**config.mk**
```make
export PLATFORM = sky130hd
export DESIGN_NAME = mem_access_ctrl
export DESIGN_NICKNAME = d
export VERILOG_FILES = /design/src/rtl/mem_access_ctrl.sv
export SDC_FILE = /design/constraint.sdc
export NUM_CORES = 1
export LEC_CHECK = 0
export ABC_AREA = 1
export CORE_UTILIZATION = 30
export CTS_CLUSTER_DIAMETER = 80
export DETAILED_ROUTE_END_ITERATION = 16
export GPL_ROUTABILITY_DRIVEN = 1
export PLACE_DENSITY_LB_ADDON = 0.25
export SLEW_MARGIN = 20
export SYNTH_ARGS = -nofsm -noshare
export SYNTH_HDL_FRONTEND = slang
export SYNTH_SLANG_ARGS = --single-unit
```
**constraint.sdc**
```tcl
create_clock -name clk -period 3.1 [get_ports clk]
set_input_delay 0.93 -clock clk [delete_from_list [all_inputs] [get_ports clk]]
set_output_delay 0.93 -clock clk [all_outputs]
set_load 0.02 [all_outputs]
```
**src/rtl/mem_access_ctrl.sv**
```systemverilog
// -----------------------------------------------------------------------------
// mem_access_ctrl
//   Sequencer sitting directly in front of the 64x16 data RAM. It is the only
//   driver of the RAM strobes, addresses and write data. CPU control hands it
//   load, store and block-copy requests over a valid/ready handshake. Each
//   request ends with a one-cycle response pulse that carries an error flag.
//   Load data is also returned with the pulse. The register bank (A=63, B=62,
//   C=61, D=60) lives in the RAM like any other word.
//
//   Optional feature macro: COPY_EN
//     defined   : op 2'b10 performs a forward block copy, 2 cycles per word
//     undefined : the copy datapath is absent. Op 2'b10 answers with
//                 resp_err=1 one cycle after accept and makes no RAM access.
//
// Ports
//   clk            in   1       clock, all state changes on posedge
//   rst            in   1       asynchronous active-high reset
//   req_valid      in   1       request present
//   req_ready      out  1       high only while idle
//   req_op         in   2       00 load, 01 store, 10 copy, 11 illegal
//   req_addr       in   ADDR_W  load/store address, copy source base
//   req_dst        in   ADDR_W  copy destination base
//   req_len        in   ADDR_W  copy word count
//   req_wdata      in   DATA_W  store data
//   resp_valid     out  1       one-cycle completion pulse
//   resp_err       out  1       illegal/unsupported op, valid with resp_valid
//   resp_data      out  DATA_W  last load result, held until the next load
//   busy           out  1       inverse of req_ready
//   ram_read       out  1       RAM read enable
//   ram_write      out  1       RAM write enable
//   ram_read_addr  out  ADDR_W  RAM read address
//   ram_write_addr out  ADDR_W  RAM write address
//   ram_wdata      out  DATA_W  RAM write data
//   ram_rdata      in   DATA_W  RAM combinational read data
// -----------------------------------------------------------------------------
module mem_access_ctrl #(
    parameter int ADDR_W = 6,
    parameter int DATA_W = 16
) (
    input  logic              clk,
    input  logic              rst,
    input  logic              req_valid,
    output logic              req_ready,
    input  logic [1:0]        req_op,
    input  logic [ADDR_W-1:0] req_addr,
    input  logic [ADDR_W-1:0] req_dst,
    input  logic [ADDR_W-1:0] req_len,
    input  logic [DATA_W-1:0] req_wdata,
    output logic              resp_valid,
    output logic              resp_err,
    output logic [DATA_W-1:0] resp_data,
    output logic              busy,
    output logic              ram_read,
    output logic              ram_write,
    output logic [ADDR_W-1:0] ram_read_addr,
    output logic [ADDR_W-1:0] ram_write_addr,
    output logic [DATA_W-1:0] ram_wdata,
    input  logic [DATA_W-1:0] ram_rdata
);

    localparam logic [1:0] OP_LOAD  = 2'b00;
    localparam logic [1:0] OP_STORE = 2'b01;
`ifdef COPY_EN
    localparam logic [1:0] OP_COPY  = 2'b10;
`endif

    typedef enum logic [2:0] {
        ST_IDLE    = 3'd0,
        ST_LOAD    = 3'd1,
        ST_STORE   = 3'd2,
`ifdef COPY_EN
        ST_COPY_RD = 3'd4,
        ST_COPY_WR = 3'd5,
`endif
        ST_RESP    = 3'd3
    } state_t;

    state_t              state_r;
    logic                req_ready_r;
    logic                busy_r;
    logic                resp_valid_r;
    logic                resp_err_r;
    logic [DATA_W-1:0]   resp_data_r;
    logic                ram_read_r;
    logic                ram_write_r;
    logic [ADDR_W-1:0]   ram_read_addr_r;
    logic [ADDR_W-1:0]   ram_write_addr_r;
    // During a copy this register also acts as the word buffer between the
    // read phase and the write phase.
    logic [DATA_W-1:0]   ram_wdata_r;

`ifdef COPY_EN
    logic [ADDR_W-1:0]   src_r;
    logic [ADDR_W-1:0]   dst_r;
    logic [ADDR_W-1:0]   len_r;
    logic [ADDR_W-1:0]   cnt_r;
    logic [ADDR_W-1:0]   cnt_next_s;

    // Word index after the current write. It never overflows because cnt_r < len_r <= 2**ADDR_W-1.
    assign cnt_next_s = cnt_r + ADDR_W'(1);
`else
    logic                unused_copy_s;

    // Copy-only request fields have no consumer in this build.
    assign unused_copy_s = ^{req_dst, req_len};
`endif

    assign req_ready      = req_ready_r;
    assign busy           = busy_r;
    assign resp_valid     = resp_valid_r;
    assign resp_err       = resp_err_r;
    assign resp_data      = resp_data_r;
    assign ram_read       = ram_read_r;
    assign ram_write      = ram_write_r;
    assign ram_read_addr  = ram_read_addr_r;
    assign ram_write_addr = ram_write_addr_r;
    assign ram_wdata      = ram_wdata_r;

    // Sequencer FSM. State, RAM strobes/addresses and response outputs are all registered here.
    always_ff @(posedge clk or posedge rst) begin
        if (rst) begin
            state_r          <= ST_IDLE;
            req_ready_r      <= 1'b1;
            busy_r           <= 1'b0;
            resp_valid_r     <= 1'b0;
            resp_err_r       <= 1'b0;
            resp_data_r      <= {DATA_W{1'b0}};
            ram_read_r       <= 1'b0;
            ram_write_r      <= 1'b0;
            ram_read_addr_r  <= {ADDR_W{1'b0}};
            ram_write_addr_r <= {ADDR_W{1'b0}};
            ram_wdata_r      <= {DATA_W{1'b0}};
`ifdef COPY_EN
            src_r            <= {ADDR_W{1'b0}};
            dst_r            <= {ADDR_W{1'b0}};
            len_r            <= {ADDR_W{1'b0}};
            cnt_r            <= {ADDR_W{1'b0}};
`endif
        end else begin
            case (state_r)
                ST_IDLE: begin
                    if (req_valid) begin
                        // Accept edge: latch the request and leave IDLE.
                        req_ready_r <= 1'b0;
                        busy_r      <= 1'b1;
                        case (req_op)
                            OP_LOAD: begin
                                state_r         <= ST_LOAD;
                                ram_read_r      <= 1'b1;
                                ram_read_addr_r <= req_addr;
                            end
                            OP_STORE: begin
                                state_r          <= ST_STORE;
                                ram_write_r      <= 1'b1;
                                ram_write_addr_r <= req_addr;
                                ram_wdata_r      <= req_wdata;
                            end
`ifdef COPY_EN
                            OP_COPY: begin
                                src_r <= req_addr;
                                dst_r <= req_dst;
                                len_r <= req_len;
                                cnt_r <= {ADDR_W{1'b0}};
                                if (req_len == {ADDR_W{1'b0}}) begin
                                    // Empty copy: answer at once and leave the RAM untouched.
                                    state_r      <= ST_RESP;
                                    resp_valid_r <= 1'b1;
                                    resp_err_r   <= 1'b0;
                                end else begin
                                    state_r         <= ST_COPY_RD;
                                    ram_read_r      <= 1'b1;
                                    ram_read_addr_r <= req_addr;
                                end
                            end
`endif
                            default: begin
                                // Illegal op, or copy when it is not built in.
                                state_r      <= ST_RESP;
                                resp_valid_r <= 1'b1;
                                resp_err_r   <= 1'b1;
                            end
                        endcase
                    end else begin
                        state_r <= ST_IDLE;
                    end
                end

                ST_LOAD: begin
                    resp_data_r  <= ram_rdata;
                    ram_read_r   <= 1'b0;
                    state_r      <= ST_RESP;
                    resp_valid_r <= 1'b1;
                    resp_err_r   <= 1'b0;
                end

                ST_STORE: begin
                    ram_write_r  <= 1'b0;
                    state_r      <= ST_RESP;
                    resp_valid_r <= 1'b1;
                    resp_err_r   <= 1'b0;
                end

`ifdef COPY_EN
                ST_COPY_RD: begin
                    ram_read_r       <= 1'b0;
                    ram_wdata_r      <= ram_rdata;
                    ram_write_r      <= 1'b1;
                    ram_write_addr_r <= dst_r + cnt_r;
                    state_r          <= ST_COPY_WR;
                end

                ST_COPY_WR: begin
                    ram_write_r <= 1'b0;
                    cnt_r       <= cnt_next_s;
                    // The next read comes after this write commits. Overlapping copies
                    // therefore re-read words that were already copied (forward copy).
                    if (cnt_next_s < len_r) begin
                        state_r         <= ST_COPY_RD;
                        ram_read_r      <= 1'b1;
                        ram_read_addr_r <= src_r + cnt_next_s;
                    end else begin
                        state_r      <= ST_RESP;
                        resp_valid_r <= 1'b1;
                        resp_err_r   <= 1'b0;
                    end
                end
`endif

                ST_RESP: begin
                    resp_valid_r <= 1'b0;
                    resp_err_r   <= 1'b0;
                    req_ready_r  <= 1'b1;
                    busy_r       <= 1'b0;
                    state_r      <= ST_IDLE;
                end

                default: begin
                    // Unreachable encoding: recover to a quiet IDLE.
                    state_r      <= ST_IDLE;
                    req_ready_r  <= 1'b1;
                    busy_r       <= 1'b0;
                    resp_valid_r <= 1'b0;
                    resp_err_r   <= 1'b0;
                    ram_read_r   <= 1'b0;
                    ram_write_r  <= 1'b0;
                end
            endcase
        end
    end

endmodule

```
==> flow_summary.json, run 1 <==
{
  "arrival_ns": 1.42,
  "min-delay-start": "ram_wdata[3]",
  "maxSlewViolCount": 0,
  "period_share_pct": 76.0,
  "root_buffer": "clkbuf_8",
  "synth_top_cell_area_share_pct": 59.6,
  "drc": 0,
  "clock_path_buffers": 2,
  "reg2reg_setup_slack_ns": 1.01,
  "finalSetupViolations": 0,
  "critPathSlowestCell": "clkdlybuf4s50_1",
  "drtPass1Iterations": 4,
  "end_kind": "primary output",
  "leakage_nw": 1.60,
  "power_density_mw_per_mm2": 987,
  "crit_path_max_incr_delay_ns": 0.59,
  "syn_nets": 298,
  "slew_headroom_pct": 61.9,
  "diodes": 0,
  "cts_made_buffers": 5,
  "rr_startpoint": "state_r[1]",
  "period_minus_slack_ns": 2.35,
  "htreeDepth": 2,
  "cts.sinks": 52,
  "cts.reportedPaths.clkPinSlew_ns": 0.09,
  "die_h_um": 86.5,
  "yosysSeqAreaShare_pct": 60.8,
  "synth_area_leaders": "dfrtp_1 60%, nand2_1 22%, inv_1 3.0%",
  "clock-skew-final_ns": 0.00656,
  "synth_area_mm2": 0.00214,
  "r2r_end": "ram_write",
  "routedWlPerCell_um": 10.7,
  "core_mm2": 0.00683,
  "cp.buffers_inverters": 1,
  "dieWidth_um": 86.5,
  "status": "finished, final reports clean",
  "grt_setup_unrepaired": "no",
  "grt_pass1_vias": 1593,
  "worstHoldEndpoint": "ram_wdata[3]",
  "fp.dieArea_mm2": 0.00748,
  "worstSkewPairLatency_ns": 0.30,
  "maxCapViolations": 0,
  "ctsHoldBuffers": 0,
  "ctsResizeCount": 0,
  "tightest_slew_ns": 0.572,
  "gp_congestion": 0.676,
  "timing.hold.ws_ns": 0.476,
  "postCtsSetupRepairBufs": 0,
  "num_vias": 1762,
  "drive_above_1_share_pct": 6.02,
  "mostFrequentLayoutCell": "nand2_1",
  "rows": 30,
  "max_freq_mhz": 425,
  "start_kind": "register",
  "ys_types": 22,
  "critPathMaxFanout": 2,
  "antenna_found_initial": 0,
  "grt_max_degree": 32,
  "worst_ep_required_time_ns": 2.17,
  "ys_ff_latch": 52,
  "syn_to_final_growth_pct": 51.3,
  "crit_chain": "clkdlybuf4s50_1",
  "avgSynthCellArea_um2": 9.00,
  "design_area_mm2": 0.00324,
  "hp-class": "reg2reg",
  "initialDrtViolationCount": 60,
  "hold_violations": 0,
  "place_hpwl_um": 3320,
  "totalWireLength_um": 4570,
  "synthCells": 238,
  "pre_cts_ws_ns": 0.632,
  "yosys_warnings": 0,
  "setup_tns_ns": 0,
  "start_util_pct": 31.4,
  "io_pins": 105,
  "crit_type": "reg2out",
  "port-buffer-count": 92,
  "dpl_cell_area_mm2": 0.00315,
  "grt-ovfl-total": 0,
  "via_per_inst": 4.12,
  "synth_top_cell_by_area": "dfrtp_1",
  "fin_nets": 391,
  "cts_tree": "yes",
  "cp_top_family": "buffers and inverters",
  "hold_path_depth": 2,
  "grt_pass1_wl_um": 7370,
  "layout_common_cells": "124 x nand2_1, 92 x clkdlybuf4s50_1, 51 x dfrtp_1",
  "drtAntennaViolNets": 0,
  "r2r_cells": 8,
  "p_total_mw": 3.20,
  "vdd_ir_drop_max_mv": 0.375,
  "worst_slack_ns": 0.745,
  "grt_usage_pct": 12.8
}
## Yosys cell counts
cell type	count
nand2_1	124
dfrtp_1	51
inv_1	17
nor2_1	8
o21ai_1	6
ha_1	5
a21oi_1	4
o21ai_2	4
buf_6	3
buf_2	2
nand3_1	2
o21ai_0	2
buf_4	1
clkbuf_1	1
clkinv_1	1
dfstp_2	1
inv_2	1
inv_4	1
nand2_2	1
nand3_2	1
nor2_8	1
o21bai_1	1
## flip-flops by register name (all words and copies together), names as in the netlist, 2 cells and up
signal	flops
ram_read_addr	6
resp_data	16
state_r	2
ram_wdata	16
ram_write_addr	6
## worst max-delay path by stage
| stage | cells past startpoint | startpoint | slack (ns) | to |
|---|---|---|---|---|
| after global placement | 7 | req_op[1] | 0.65 | ram_write_addr[1] |
| final | 1 | req_ready | 0.75 | req_ready |
| after global routing | 1 | req_ready | 0.70 | req_ready |
| after CTS | 1 | req_ready | 0.73 | req_ready |
| after floorplan | 1 | rst | 0.91 | busy |
| after detailed placement | 7 | req_op[1] | 0.63 | ram_write_addr[2] |
## metrics by stage
stage                     std cells  utilization (%)
after floorplan                 238                -
after global placement          420             46.1
after detailed placement        420             46.1
after CTS                       428             47.4
after global routing            428             47.4
final                           428             47.4
## per-layer routing
metal  wire [µm]  global-route usage (%)  part of all wire, %  vias to the layer above
li1            -                       -                    -                      897
met1        2120                    16.4                   46                      801
met2        2050                    20.0                   45                       57
met3         324                    4.57                  7.1                        7
met4          71                    4.39                  1.6                        0
met5           0                       0                    0                        -
## logic make-up after synthesis
| group | share of synthesized area (%) |
|---|---|
| adder cells (fa/ha/maj) | 2.92 |
| AND/OR/NAND/NOR | 25.3 |
| buffers and inverters | 6.19 |
| flip-flops | 60.8 |
| AO/OA/AOI/OAI | 4.79 |
## worst reg2reg max path: cells and delay by family (launching register included)
kind / cells / cell delay (ns)
buffers and inverters: 2 / 0.69
DFF: 1 / 0.42
and+or+nand+nor: 5 / 0.41
adders and majority gates: 1 / 0.52
## power by group
group          internal [mW]  switching [mW]  total, mW
clock network          0.179           0.211      0.390
registers              0.998           0.164       1.16
logic                  0.761           0.885       1.65
total                   1.94            1.26       3.20
## area by class of cell
type | count | area, µm²
clock buffers | 6 | 82.6
well taps | 96 | 120
repair buffers | 93 | 941
multi-input cells | 159 | 707
fillers | 696 | 3590
clock inverters | 2 | 10.0
flip-flops and latches | 52 | 1300
inverters | 20 | 77.6
Power figures use the tool's default switching activity.
==> run 2: changes to the inputs <==
==> constraint.sdc (replaced) <==
create_clock -name clk -period 2.15 [get_ports clk]
set_input_delay 0.645 -clock clk [delete_from_list [all_inputs] [get_ports clk]]
set_output_delay 0.645 -clock clk [all_outputs]
set_load 0.02 [all_outputs]
==> flow_summary.json, run 2 (synthesis results as in run 1) <==
{
  "status": "finished, final reports clean",
  "clock_path_buffers": 2,
  "critPathMaxFanout": 2,
  "start_kind": "register",
  "vdd_ir_drop_max_mv": 0.481,
  "syn_to_final_growth_pct": 52.7,
  "clock-skew-final_ns": 0.00255,
  "grt_max_degree": 29,
  "mostFrequentLayoutCell": "nand2_1",
  "timing.hold.ws_ns": 0.477,
  "antenna_found_initial": 0,
  "cts.reportedPaths.clkPinSlew_ns": 0.09,
  "critPathSlowestCell": "clkdlybuf4s50_1",
  "postCtsSetupRepairBufs": 0,
  "crit_type": "reg2out",
  "gp_congestion": 0.684,
  "p_total_mw": 4.65,
  "instances_no_fill": 432,
  "totalWireLength_um": 4710,
  "arrival_ns": 1.42,
  "hold_violations": 0,
  "ctsResizeCount": 0,
  "dpl.cell_count": 424,
  "root_buffer": "clkbuf_8",
  "place_hpwl_um": 3500,
  "cp.buffers_inverters": 1,
  "maxCapViolations": 0,
  "multi_input_area_um2": 707,
  "leakage_nw": 1.62,
  "htreeDepth": 2,
  "grt_pass1_vias": 1710,
  "cts_tree": "yes",
  "drtAntennaViolNets": 0,
  "initialDrtViolationCount": 83,
  "start_util_pct": 31.4,
  "worstHoldEndpoint": "ram_wdata[9]",
  "grt_usage_pct": 13.2,
  "grt-ovfl-total": 0,
  "grt_setup_unrepaired": "no",
  "regArea_mm2": 0.00130,
  "pre_cts_ws_ns": 0.163,
  "drtPass1Iterations": 4,
  "dieWidth_um": 86.5,
  "grt_pass1_wl_um": 7710,
  "port-buffer-count": 92,
  "ctsHoldBuffers": 0,
  "fillers": 709,
  "r2r_end": "ram_write",
  "drive_above_1_share_pct": 7.14,
  "drc": 0,
  "rr_startpoint": "state_r[0]",
  "fin_nets": 395,
  "power_density_mw_per_mm2": 1420,
  "maxSlewViolCount": 0,
  "rows": 30,
  "worstSkewPairLatency_ns": 0.30,
  "setup_tns_ns": 0,
  "fp.dieArea_mm2": 0.00748,
  "num_vias": 1755,
  "hold_path_depth": 2,
  "r2r_cells": 7,
  "worst_ep_required_time_ns": 1.50,
  "period_minus_slack_ns": 2.07,
  "io_pins": 105,
  "finalSetupViolations": 0,
  "slew_headroom_pct": 78.4,
  "core_mm2": 0.00683,
  "via_per_inst": 4.06,
  "crit_path_max_incr_delay_ns": 0.59,
  "diodes": 0,
  "layout_common_cells": "124 x nand2_1, 92 x clkdlybuf4s50_1, 51 x dfrtp_1",
  "min-delay-start": "ram_wdata[9]",
  "hp-class": "reg2reg",
  "cts_made_buffers": 5,
  "cp_top_family": "buffers and inverters",
  "routedWlPerCell_um": 10.9,
  "worst_slack_ns": 0.0828,
  "end_kind": "primary output",
  "cts.sinks": 52,
  "max_freq_mhz": 484,
  "die_h_um": 86.5,
  "reg2reg_setup_slack_ns": 0.59,
  "period_share_pct": 96.1,
  "crit_chain": "clkdlybuf4s50_1",
  "tightest_slew_ns": 0.323
}
## run 2: cell types whose count changed in the layout (fill, tap and decap cells not counted)
cell   previous run  this run
buf_4             0         4
## run 2: how the worst max path moves through the flow
stage | from | to | slack [ns] | cells after the start
after CTS | req_ready | req_ready | 0.06 | 1
final | req_ready | req_ready | 0.08 | 1
after floorplan | rst | busy | 0.25 | 1
after global routing | req_ready | req_ready | 0.04 | 1
after global placement | req_op[1] | ram_write | 0.18 | 7
after detailed placement | req_op[1] | ram_write_addr[1] | 0.16 | 7
## run 2: per-layer routing
metal,vias up,wire length [µm],track usage [%]
met5,-,0,0
met4,0,53,4.09
met3,5,355,4.29
met2,55,2230,23.2
met1,787,2070,15.3
li1,908,-,-
## run 2: power by group
part	total (mW)	internal, mW	switching [mW]
clock network	0.564	0.257	0.306
logic	2.40	1.12	1.28
registers	1.68	1.44	0.245
## run 2: through the flow
step	instance area, µm²	util [%]
2_1_floorplan	2140	-
3_3_place_gp	3180	46.5
3_5_place_dp	3180	46.5
4_1_cts	3270	47.9
5_1_grt	3270	47.9
6_report	3270	47.9
## run 2: worst reg2reg max path, delay by kind of cell, from the launching register on
family,cells,cell delay [ns]
DFF,1,0.43
adders and majority gates,1,0.30
and+or+nand+nor,4,0.48
buffers and inverters,2,0.32
## run 2: cell type report
cell class	instances	area share, %
Timing Repair Buffer	97	29.7
Inverter	20	2.37
Clock buffer	6	2.52
Clock inverter	2	0.306
Sequential cell	52	39.8
Multi-Input combinational cell	159	21.6
Tap cell	96	3.67
